### src/rtl/mreza_upravljac.sv
// mreza_upravljac -- sequencer in front of the combinational Neural_net
// classifier. Collects N_RIJECI words of SIRINA bits over a valid/ready
// handshake into one sample vector, lets Neural_net settle for SETTLE cycles,
// captures both indicator bits and offers them as a held result with its own
// valid/ready handshake. Completed (handed-off) results are counted.
//
// Ports:
//   clk, rst            clock, synchronous active-high reset
//   prekid              synchronous abort of the sample/result in progress
//   in_podatak/in_valid/in_ready   word input handshake
//   uzorak_o            assembled sample, drives Neural_net.uzorak
//   ind_1_i, ind_2_i    Neural_net.indikator_1 / indikator_2
//   rez_valid/rez_ready result handshake
//   indikator_1/2       registered result bits
//   zauzet              busy: not in LOAD, or LOAD with a partial sample
//   broj_uzoraka        completed-result counter (wraps)
module mreza_upravljac #(
   parameter int N_RIJECI = 60,
   parameter int SIRINA   = 16,
   parameter int SETTLE   = 4
) (
   input  logic                         clk,
   input  logic                         rst,
   input  logic                         prekid,
   input  logic [SIRINA-1:0]            in_podatak,
   input  logic                         in_valid,
   output logic                         in_ready,
   output logic [N_RIJECI*SIRINA-1:0]   uzorak_o,
   input  logic                         ind_1_i,
   input  logic                         ind_2_i,
   output logic                         rez_valid,
   input  logic                         rez_ready,
   output logic                         indikator_1,
   output logic                         indikator_2,
   output logic                         zauzet,
   output logic [15:0]                  broj_uzoraka
);

   localparam int IW = $clog2(N_RIJECI);

   typedef enum logic [1:0] {
      S_LOAD,
      S_SETTLE,
      S_DONE
   } state_t;

   state_t                       r_state;
   state_t                       w_next;
   logic [IW-1:0]                r_indeks;
   logic [3:0]                   r_cnt;
   logic [N_RIJECI*SIRINA-1:0]   r_uzorak;
   logic                         r_ind_1;
   logic                         r_ind_2;
   logic                         r_rez_valid;
   logic [15:0]                  r_broj_uzoraka;

   logic w_accept;
   logic w_last_word;
   logic w_capture;
   logic w_handshake;

   // A word presented together with prekid is never accepted.
   assign w_accept    = in_valid && (r_state == S_LOAD) && !prekid;
   assign w_last_word = (r_indeks == IW'(N_RIJECI - 1));
   assign w_capture   = (r_state == S_SETTLE) && (r_cnt == 4'd1);
   assign w_handshake = (r_state == S_DONE) && r_rez_valid && rez_ready;

   // State register
   always_ff @(posedge clk) begin
      if (rst) begin
         r_state <= S_LOAD;
      end else begin
         r_state <= w_next;
      end
   end

   // Next-state logic
   always_comb begin
      w_next = r_state;
      if (prekid) begin
         w_next = S_LOAD;
      end else begin
         unique case (r_state)
            S_LOAD:   if (w_accept && w_last_word) w_next = S_SETTLE;
            S_SETTLE: if (w_capture)               w_next = S_DONE;
            S_DONE:   if (w_handshake)             w_next = S_LOAD;
            default:                               w_next = S_LOAD;
         endcase
      end
   end

   // Outputs derived from state/registers only
   always_comb begin
      in_ready = (r_state == S_LOAD);
      zauzet   = (r_state != S_LOAD) || (r_indeks != '0);
   end

   // Datapath registers
   always_ff @(posedge clk) begin
      if (rst) begin
         r_indeks       <= '0;
         r_cnt          <= '0;
         r_uzorak       <= '0;
         r_ind_1        <= 1'b0;
         r_ind_2        <= 1'b0;
         r_rez_valid    <= 1'b0;
         r_broj_uzoraka <= '0;
      end else if (prekid) begin
         r_indeks    <= '0;
         r_cnt       <= '0;
         r_rez_valid <= 1'b0;
      end else begin
         unique case (r_state)
            S_LOAD: begin
               if (w_accept) begin
                  r_uzorak[int'(r_indeks)*SIRINA +: SIRINA] <= in_podatak;
                  if (w_last_word) begin
                     r_indeks <= '0;
                     r_cnt    <= 4'(SETTLE);
                  end else begin
                     r_indeks <= r_indeks + 1'b1;
                  end
               end
            end
            S_SETTLE: begin
               r_cnt <= r_cnt - 1'b1;
               if (w_capture) begin
                  r_ind_1     <= ind_1_i;
                  r_ind_2     <= ind_2_i;
                  r_rez_valid <= 1'b1;
               end
            end
            S_DONE: begin
               if (w_handshake) begin
                  r_rez_valid    <= 1'b0;
                  r_broj_uzoraka <= r_broj_uzoraka + 1'b1;
               end
            end
            default: begin
               r_indeks <= '0;
            end
         endcase
      end
   end

   assign uzorak_o     = r_uzorak;
   assign rez_valid    = r_rez_valid;
   assign indikator_1  = r_ind_1;
   assign indikator_2  = r_ind_2;
   assign broj_uzoraka = r_broj_uzoraka;

endmodule

### config.mk
export PLATFORM = sky130hd
export DESIGN_NAME = mreza_upravljac
export DESIGN_NICKNAME = d
export VERILOG_FILES = /design/src/rtl/mreza_upravljac.sv
export SDC_FILE = /design/constraint.sdc
export NUM_CORES = 2
export LEC_CHECK = 0
export ABC_CLOCK_PERIOD_IN_PS = 6900
export CORE_AREA = 2 2 395 397
export CTS_BUF_LIST = sky130_fd_sc_hd__clkbuf_2
export DETAILED_ROUTE_END_ITERATION = 8
export DIE_AREA = 0 0 397 399
export GPL_TIMING_DRIVEN = 0
export PLACE_DENSITY = 0.48
export SLEW_MARGIN = 20
export SYNTH_ARGS = -nofsm -noshare
export SYNTH_HDL_FRONTEND = slang
export SYNTH_SLANG_ARGS = --single-unit
### constraint.sdc
create_clock -name clk -period 6.9 [get_ports clk]
set_clock_uncertainty 0.15 [all_clocks]
set_input_delay 0.69 -clock clk [delete_from_list [all_inputs] [get_ports clk]]
set_output_delay 0.69 -clock clk [all_outputs]
set_load 0.1 [all_outputs]
==> load_flow_metrics.sql <==
INSERT INTO impl_metrics (metric_group, metric, value, unit) VALUES
('synthesis', 'netlist-cell-type-count', '70', ''),
('critical_path', 'worst_setup_path_end_kind', 'flip-flop', ''),
('synthesis', 'leading_cell_types_by_total_area_after_synthesis', 'dfxtp_1 52%, mux2i_1 8.6%, nand2_1 8.0%', ''),
('synthesis', 'yosysTopAreaCellShare', '51.76', '%'),
('global_route', 'grt_antenna_before_repair', '17', ''),
('finish', 'layout.nets', '5714', ''),
('critical_path', 'cp.required', '8.12', 'ns'),
('routing', 'post_drt_via_cell_ratio', '4.904', ''),
('synthesis', 'synthArstFlopShare', '0', '%'),
('placed_design', 'dp_cells', '7395', ''),
('synthesis', 'synthMostInstantiatedCell', 'dfxtp_1', ''),
('timing', 'achievable-frequency', '0.1866', 'GHz'),
('synthesis', 'synth.top_cells.by_count', '991 x dfxtp_1, 816 x nand2_1, 437 x a21oi_1', ''),
('finish', 'post-route-util', '35.27', '%'),
('finish', 'drive_above_1_share', '11.57', '%'),
('die', 'height_of_the_die', '399', 'um'),
('timing', 'timing.max_slew.rel_slack', '18.47', '%'),
('synthesis', 'synth-edff-count', '0', ''),
('die', 'fp.dieArea', '158400', 'um2'),
('timing', 'grt_setup_unrepaired', 'no', ''),
('clock_tree', 'numClockSinks', '991', ''),
('timing', 'layout_setup_ws', '1.542', 'ns'),
('synthesis', 'syn_area', '38330', 'um2'),
('placed_design', 'post-dp-hpwl', '187500', 'um'),
('finish', 'areaGrowthSynthToFinish', '41.43', '%'),
('clock_tree', 'cts_h_tree_depth', '5', ''),
('timing', 'hold_viol_final', '0', ''),
('clock_tree', 'clock_tree_from_tritoncts', 'done', ''),
('timing', 'drv_slew', '0', ''),
('global_route', 'grt_util_all_layers', '29.14', '%'),
('hold_path', 'min_path_type', 'input pin to flip-flop', ''),
('run_status', 'status', 'finished, final reports clean', ''),
('routing', 'drt-total-wl', '240100', 'um'),
('flow_run', 'max-cap-violations', '0', ''),
('die', 'num_io_pins', '1004', ''),
('die', 'placementRows', '144', ''),
('synthesis', 'post-synth-top-area-cell', 'dfxtp_1', ''),
('pwr', 'worst_ir_drop_vdd', '0.1072', 'mV'),
('synthesis', 'post_synthesis_sequential_area_ratio', '51.76', '%'),
('finish', 'n_fill_cell', '16260', ''),
('critical_path', 'crit_fanout', '10', ''),
('finish', 'stdcell_count', '7913', ''),
('routing', 'drt_pass1_iterations', '5', ''),
('routing', 'detail_route.iter0.violations', '2765', ''),
('global_route', 'grt_start_max_net_pins', '17', ''),
('timing', 'final_period_minus_worst_setup_slack', '5.358', 'ns'),
('synthesis', 'synth.ff_latch_count', '991', ''),
('placed_design', 'place.port_buffers', '996', ''),
('routing', 'avgRoutedWirePerCell', '30.34', 'um'),
('finish', 'multi_input_area', '17220', 'um2'),
('die', 'die_width', '397', 'um'),
('critical_path', 'timing.critical_path.from_type', 'flip-flop', ''),
('placed_design', 'gp_congestion', '0.9139', ''),
('critical_path', 'critPathArrivalTime', '6.58', 'ns'),
('routing', 'antenna_left', '0', ''),
('clock_tree', 'clk_latency', '1.54', 'ns'),
('pwr', 'power.density_cell_area', '196.0', 'nW/um2'),
('clock_tree', 'root_buffer', 'clkbuf_2', ''),
('die', 'initial_utilization', '24.94', '%'),
('synthesis', 'ys_warn_count', '0', ''),
('global_route', 'globalRouteOverflowTotal', '0', ''),
('synthesis', 'synth_ff_type', 'dfxtp_1', ''),
('global_route', 'via_count_of_the_first_global_routing_pass', '37720', ''),
('timing', 'setup_viol', '0', ''),
('critical_path', 'timing.setup.critical_path_class', 'flip-flop to flip-flop', ''),
('routing', 'drc', '0', ''),
('placed_design', 'place_ws', '1.750', 'ns'),
('clock_tree', 'clkSlewWorstSetupHoldPaths', '0.08', 'ns'),
('routing', 'via_count', '38810', ''),
('synthesis', 'syn-num-nets', '4352', ''),
('global_route', 'grt_first_pass_wirelength', '318400', 'um'),
('timing', 'whs', '0.2451', 'ns'),
('clock_tree', 'numCtsBuffers', '301', ''),
('synthesis', 'synthCells', '4320', ''),
('clock_tree', 'cts-resized-gates', '0', ''),
('timing', 'layout_worst_path_cycle_share', '77.66', '%'),
('pwr', 'leakage', '19.68', 'nW'),
('synthesis', 'syn_area_per_cell', '8.873', 'um2'),
('die', 'core', '153700', 'um2'),
('timing', 'tns', '0', 'ns'),
('finish', 'ff_latch_area', '19840', 'um2'),
('timing', 'max_slew.worst_pin.slew', '1.223', 'ns'),
('clock_tree', 'max-clock-path-buffers', '4', '');
where the power goes:
group	total (mW)	switching (mW)	internal, mW
Sequential	5.72	0.00292	5.72
Clock	4.28	2.67	1.61
Combinational	0.620	0.484	0.136
registers in the layout, summed over array words and instances (netlist names):
register,count
r_state,2
rez_valid,1
broj_uzoraka,16
r_cnt,4
indikator_2,1
indikator_1,1
uzorak_o,960
r_indeks,6
critical path, cell delays in order (launching register included):
cell and delay (ns):
dfxtp_1 0.47, buf_2 0.29, buf_2 0.27, inv_1 0.09, ha_1 0.28, buf_2 0.22
xnor2_1 0.65, o211ai_1 0.66, a2111oi_4 1.16, clkbuf_1 0.63, nand3_1 0.15, a21oi_1 0.16
worst paths after layout:
kind                       from             to  slack [ns]  cells past startpoint
setup / recovery    r_indeks[0]  uzorak_o[461]        1.54                     11
hold / removal              rst  uzorak_o[389]        0.25                      5
setup reg to reg    r_indeks[0]  uzorak_o[461]        1.54                     11
hold reg to reg   uzorak_o[959]  uzorak_o[959]        0.30                      2
layer usage:
metal  global-route usage (%)  vias up  share of wire (%)
met5                        0        -                  0
met4                    11.22        0                3.8
met3                    9.232      401                8.7
met2                    48.80     1775                 48
met1                    34.61    19040                 40
li1                         -    17590                  -
through the flow:
stage | area [um2] | total power, mW
after global routing | 54190 | 11.08
after global placement | 50860 | 6.422
final | 54210 | 10.62
after CTS | 54140 | 10.77
after detailed placement | 51560 | 6.463
after floorplan | 38330 | 6.099
cells in the final DEF (no fill, tap or decap), types with 24 or more instances in the layout:
cell type and count:
dfxtp_1 991, clkdlybuf4s50_1 966, nand2_1 816, clkbuf_2 464, a21oi_1 437, mux2i_1 330
nor2_1 294, nand2b_1 240, clkbuf_1 235, nand3_1 217, nand3b_1 161, o21ai_0 148
buf_2 79, o2bb2ai_1 39, nand4_1 36, clkinv_1 35, dlygate4sd3_1 26, buf_4 24
layout make-up:
type	count	share of cell area, %
flip-flops and latches	991	36.60
diodes	16	0.07386
clock inverters	51	0.3716
multi-input cells	2970	31.77
repair buffers	1059	19.79
clock buffers	423	3.905
well taps	2044	4.718
inverters	13	0.09002
plain buffers	346	2.689
kinds of logic (layout without fill, tap and decap cells):
kind of cell	Yosys count	in the layout	synth area share, %
other cells	0	16	0
flops	991	991	51.76
xor+xnor	17	17	0.4081
simple gates	1873	1873	23.60
mux	338	338	8.853
fa+ha+maj	9	9	0.2938
compound gates	733	733	11.29
buf+inv	359	1892	3.796
repair_timing:
| item | in CTS | in global routing |
|---|---|---|
| hold buffers | 26 | 0 |
| setup buffers | 0 | 0 |
| hold endpoints to repair | 421 | 0 |
| endpoints found under the setup margin | 0 | 0 |
Note: power is estimated with default switching activity, not from simulation.
